File: config.mk
export PLATFORM = sky130hd
export DESIGN_NAME = uart_tx_engine
export DESIGN_NICKNAME = d
export VERILOG_FILES = /design/src/rtl/uart_tx_engine.sv
export SDC_FILE = /design/constraint.sdc
export NUM_CORES = 1
export LEC_CHECK = 0
export CAP_MARGIN = 20
export CORE_AREA = 2 2 116 118
export DETAILED_ROUTE_END_ITERATION = 6
export DIE_AREA = 0 0 118 120
export PLACE_DENSITY = 0.72
export SETUP_SLACK_MARGIN = 0.5
export SYNTH_ARGS = -nofsm -noshare
export SYNTH_HDL_FRONTEND = slang
export SYNTH_SLANG_ARGS = --single-unit
File: constraint.sdc
create_clock -name clk -period 8.2 [get_ports clk]
set_input_delay 1.23 -clock clk [delete_from_list [all_inputs] [get_ports clk]]
set_output_delay 1.23 -clock clk [all_outputs]
set_load 0.05 [all_outputs]
File: src/rtl/uart_tx_engine.sv
// UART transmit engine: byte FIFO feeding a one-hot framing FSM.
// Start, 8 data bits, optional parity and one stop bit, paced by BaudSig_i.
module uart_tx_engine #(
  parameter int DEPTH = 16
) (
  input  logic                     clk,
  input  logic                     rst,
  input  logic [7:0]               Data_i,
  input  logic                     n_We_i,
  input  logic                     n_Clr_i,
  input  logic                     p_Enable_i,
  input  logic                     p_ParityEnable_i,
  input  logic                     ParityMethod_i,
  input  logic                     p_BigEnd_i,
  input  logic                     BaudSig_i,
  output logic                     Tx_o,
  output logic [4:0]               State_o,
  output logic                     p_Busy_o,
  output logic                     p_Empty_o,
  output logic                     p_Full_o,
  output logic                     p_Over_o,
  output logic [$clog2(DEPTH):0]   TxFifoLevel_o
);

  localparam int AW = $clog2(DEPTH);
  localparam int LW = AW + 1;

  typedef enum logic [4:0] {
    IDLE      = 5'b00001,
    STARTBIT  = 5'b00010,
    DATABITS  = 5'b00100,
    PARITYBIT = 5'b01000,
    STOPBIT   = 5'b10000
  } state_t;

  state_t state, nextState;

  logic [7:0]    mem [DEPTH];
  logic [AW-1:0] wrPtr, rdPtr;
  logic [LW-1:0] level;
  logic          over;

  logic [7:0] shiftReg;
  logic [2:0] bitCnt, nextCnt;
  logic       parEn, parBit, bigEnd;
  logic       pop, canStart, wrAcc;
  logic       txNext;
  logic [2:0] bitIdx;
  logic [7:0] popData;

  assign p_Empty_o     = (level == '0);
  assign p_Full_o      = (level == LW'(DEPTH));
  assign p_Over_o      = over;
  assign TxFifoLevel_o = level;
  assign State_o       = state;

  // A flush blocks both the enqueue and the dequeue in its cycle.
  assign wrAcc    = !n_We_i && !p_Full_o && n_Clr_i;
  assign canStart = p_Enable_i && !p_Empty_o && n_Clr_i;
  assign popData  = mem[rdPtr];

  always_ff @(posedge clk) begin
    if (wrAcc) mem[wrPtr] <= Data_i;
  end

  always_ff @(posedge clk or negedge rst) begin
    if (!rst) begin
      wrPtr <= '0;
      rdPtr <= '0;
      level <= '0;
      over  <= 1'b0;
    end else if (!n_Clr_i) begin
      wrPtr <= '0;
      rdPtr <= '0;
      level <= '0;
      over  <= 1'b0;
    end else begin
      if (wrAcc) wrPtr <= wrPtr + AW'(1);
      if (pop)   rdPtr <= rdPtr + AW'(1);
      level <= level + LW'(wrAcc) - LW'(pop);
      if (!n_We_i && p_Full_o) over <= 1'b1;
    end
  end

  // Frame configuration is captured with the byte so mid-frame edits are ignored.
  always_ff @(posedge clk or negedge rst) begin
    if (!rst) begin
      shiftReg <= '0;
      parEn    <= 1'b0;
      parBit   <= 1'b0;
      bigEnd   <= 1'b0;
    end else if (pop) begin
      shiftReg <= popData;
      parEn    <= p_ParityEnable_i;
      parBit   <= (^popData) ^ ParityMethod_i;
      bigEnd   <= p_BigEnd_i;
    end
  end

  always_ff @(posedge clk or negedge rst) begin
    if (!rst) begin
      state  <= IDLE;
      bitCnt <= '0;
      Tx_o   <= 1'b1;
    end else begin
      state  <= nextState;
      bitCnt <= nextCnt;
      Tx_o   <= txNext;
    end
  end

  always_comb begin
    nextState = state;
    nextCnt   = bitCnt;
    pop       = 1'b0;
    if (BaudSig_i) begin
      unique case (state)
        IDLE: begin
          if (canStart) begin
            nextState = STARTBIT;
            pop       = 1'b1;
          end
        end
        STARTBIT: begin
          nextState = DATABITS;
          nextCnt   = '0;
        end
        DATABITS: begin
          if (bitCnt == 3'd7)
            nextState = parEn ? PARITYBIT : STOPBIT;
          else
            nextCnt = bitCnt + 3'd1;
        end
        PARITYBIT: nextState = STOPBIT;
        STOPBIT: begin
          if (canStart) begin
            nextState = STARTBIT;
            pop       = 1'b1;
          end else begin
            nextState = IDLE;
          end
        end
        default: nextState = IDLE;
      endcase
    end
  end

  always_comb begin
    bitIdx   = bigEnd ? (3'd7 - nextCnt) : nextCnt;
    txNext   = 1'b1;
    p_Busy_o = (state != IDLE);
    unique case (1'b1)
      nextState[1]: txNext = 1'b0;
      nextState[2]: txNext = shiftReg[bitIdx];
      nextState[3]: txNext = parBit;
      default:      txNext = 1'b1;
    endcase
  end

endmodule

==> reports/results.tsv <==
metric	value	unit
CP required	8.51	ns
syn_nets	420	
Hold Path Sink	p_Over_o	
max-slew violations	0	
Avg Inst Size Synth	17.90	µm²
endpoints failing setup	0	
slew margin rel.	27.40	%
gr ovfl total	0	
reg2reg start	TxFifoLevel_o[3]	
Final ANT Viol Nets	0	
fill count	939	
RSZ-0062 raised after global routing	no	
Die Span Y	120	µm
largest net degree at the start of global routing	36	
sw frac	28.81	%
Synth Register Bits	162	
drt total wl	12620	µm
Worst EP arrival	4.70	ns
Worst Reg-to-Reg Cells	14	
diode count	0	
Clock Skews	0.007003	ns
measured slew at the worst slew-check pin	1.085	ns
HPWL Detailed	7994	µm
DR iter-0 viols	258	
Post-CTS Setup Bufs	0	
Area contributors post-synth	edfxtp_1, dfrtp_1, mux4_1	
Worst Min Path Start	p_Over_o	
vias post-DR	3499	
crit share post-route	53.48	%
most frequent cells in the layout	edfxtp_1, dfrtp_1, clkdlybuf4s50_1, mux4_1, nor2_1	
switching power	0.6317	mW
Hold Fails Final Rpt	0	
Starting Density	53.78	%
worst min path class	flip-flop to flip-flop	
gp weighted congestion	0.8444	
Die Width	118	µm
post-CTS sizing	0	
fmax	228.0	MHz
Final nets	459	
Finished Cell Area	7953	µm²
outcome	complete, no violations	
Rows	42	
Power Dens Cells	275.8	nW/µm²
CTS tree	done	
critical path, cell by cell	clkdlybuf4s50_1 > nand2_1 > nor2_1 > and3_1 > and3_1 > ha_1 > inv_1 > ha_1 > fa_1 > a21oi_1 > nor2_1 > or3_1 > and3_1	
Worst Path Max Fanout	17	
min cycle time layout	4.385	ns
Clk pin slew, worst setup/hold paths	0.06	ns
Core ar.	12980	µm²
Async SR Flop Fraction	20.99	%
layout cell share with drive strength beyond 1	14.93	%
H-tree levels	4	
worst vdd ir	0.1921	mV
Gate Count Post-Synth	390	
Worst Setup End Kind	flip-flop	
sequential power share	46.0	%
Max-Cap Viols	0	
Internal	1.561	mW
clock sinks	162	
Die ar.	14160	µm²
TritonCTS Buffers	17	
placed cell area	7420	µm²
Routed WL per cell	20.42	µm
number of flops mapped to enable cells by yosys	128	
post-synth design cell area	6980	µm²
Worst-Skew Late Latency	0.43	ns
Global Route Usage Sum	19.46	%
antenna violations before repair	0	
CTS Buffer Depth	2	
Remaining DRCs	0	
static leakage	2.768	nW
CP Class	input port to flip-flop	
Synth cell types	48	
commonest non-fill, non-tap cell in the layout	edfxtp_1	
Post-CTS Hold Fix Bufs	0	
Fin Setup TNS	0	ns
vias in the first global route	3556	
max incr delay on CP	0.74	ns
sequential area share after synthesis	67.29	%
Synth Warn #	0	
reg2reg setup slack	4.54	ns
CP most frequent cell	and3_1	
post-layout util	61.27	%
clock power share	32.4	%
reg2reg end	TxFifoLevel_o[4]	
hold path cells	1	
Logic pwr share	21.6	%
area delta synth->final	13.93	%
critical-path cell with the highest stage delay	clkdlybuf4s50_1	
Pre-Repair DR Iteration Count	4	
Root Driver	clkbuf_16	
Yosys top cell by area	edfxtp_1	
via/cell ratio	5.662	
Worst setup SP type	input port	
main flop type after synthesis	edfxtp_1	
port bufs	31	
IO Count	32	
first-pass GRT wire length	19840	µm
top cell type's share of synthesized area	55.06	%
-- area by class of cell --
type / count / area [µm²] / share of cell area, %
inverter: 12 / 45.04 / 0.5664
multi-input combinational: 199 / 2101 / 26.42
clock buffer: 18 / 429.2 / 5.396
timing repair buffer: 37 / 355.3 / 4.468
tap: 176 / 220.2 / 2.769
sequential: 162 / 4698 / 59.08
clock inverter: 14 / 103.9 / 1.306
-- critical path: cells and delay by family --
family	cells	cell delay, ns
simple gates	7	1.66
fa+ha+maj	3	0.86
buf+inv	2	0.78
compound gates	1	0.16
-- state kept, by name, summed over array words and instances (netlist names) --
register / count
Tx_o: 1
bitCnt: 3
bigEnd: 1
mem: 128
TxFifoLevel_o: 5
parBit: 1
rdPtr: 4
p_Over_o: 1
shiftReg: 8
wrPtr: 4
parEn: 1
State_o: 5
-- per-layer routing --
metal | up-vias | global-route usage (%) | part of all wire (%)
li1 | 1615 | - | -
met4 | 0 | 9.563 | 2.2
met5 | - | 0 | 0
met3 | 18 | 3.945 | 3.6
met1 | 1793 | 24.53 | 43
met2 | 73 | 32.49 | 51
-- kinds of logic after synthesis --
group           after synthesis  share of synthesized area [%]
xor+xnor                     23                          3.101
buf+inv                      29                          2.617
fa+ha+maj                    13                          2.438
compound gates               31                          3.047
mux                          53                          15.77
simple gates                 79                          5.736
flops                       162                          67.29
-- worst max-delay path by stage --
| stage | slack, ns | startpoint | end | depth (start not counted) |
|---|---|---|---|---|
| final | 3.81 | n_Clr_i | TxFifoLevel_o[4] | 13 |
| after floorplan | 2.93 | TxFifoLevel_o[3] | TxFifoLevel_o[4] | 16 |
| after global routing | 3.62 | n_Clr_i | TxFifoLevel_o[4] | 13 |
| after detailed placement | 3.36 | n_Clr_i | TxFifoLevel_o[4] | 13 |
| after global placement | 3.43 | n_Clr_i | TxFifoLevel_o[4] | 13 |
| after CTS | 3.78 | n_Clr_i | TxFifoLevel_o[4] | 13 |
-- per-stage QoR --
| step | hold slack [ns] | instances | total power [mW] | worst slack [ns] |
|---|---|---|---|---|
| 5_1_grt | 0.5282 | 618 | 2.290 | 3.617 |
| 3_5_place_dp | 0.4943 | 586 | 1.504 | 3.356 |
| 4_1_cts | 0.5080 | 618 | 2.209 | 3.778 |
| 2_1_floorplan | 0.4642 | 390 | 1.375 | 2.926 |
| 6_report | 0.5038 | 618 | 2.193 | 3.815 |
| 3_3_place_gp | 0.4908 | 586 | 1.491 | 3.434 |
-- power groups by stage --
| stage | Sequential [mW] | Combinational (mW) | Clock (mW) |
|---|---|---|---|
| floorplan | 1.06 | 0.319 | 0 |
| global placement | 1.02 | 0.466 | 0 |
| detailed placement | 1.03 | 0.477 | 0 |
| CTS | 1.01 | 0.478 | 0.720 |
| global route | 1.02 | 0.512 | 0.760 |
| finish | 1.01 | 0.474 | 0.710 |
-- cells in the mapped netlist (3+ instances only) --
library cell / instances
and3_1: 4
mux4_2: 10
edfxtp_1: 128
nand4_1: 3
nor2b_1: 5
nor3b_1: 3
dfrtp_1: 32
xnor2_1: 12
xor2_1: 9
ha_1: 12
nand2_1: 17
mux4_1: 26
mux2_2: 14
and2_1: 12
nand2b_1: 3
clkbuf_1: 8
a22oi_1: 8
a21oi_1: 5
nor3_1: 5
nor2_1: 21
o21ai_0: 5
inv_1: 12
No activity file was read; power rests on OpenSTA's default activity.
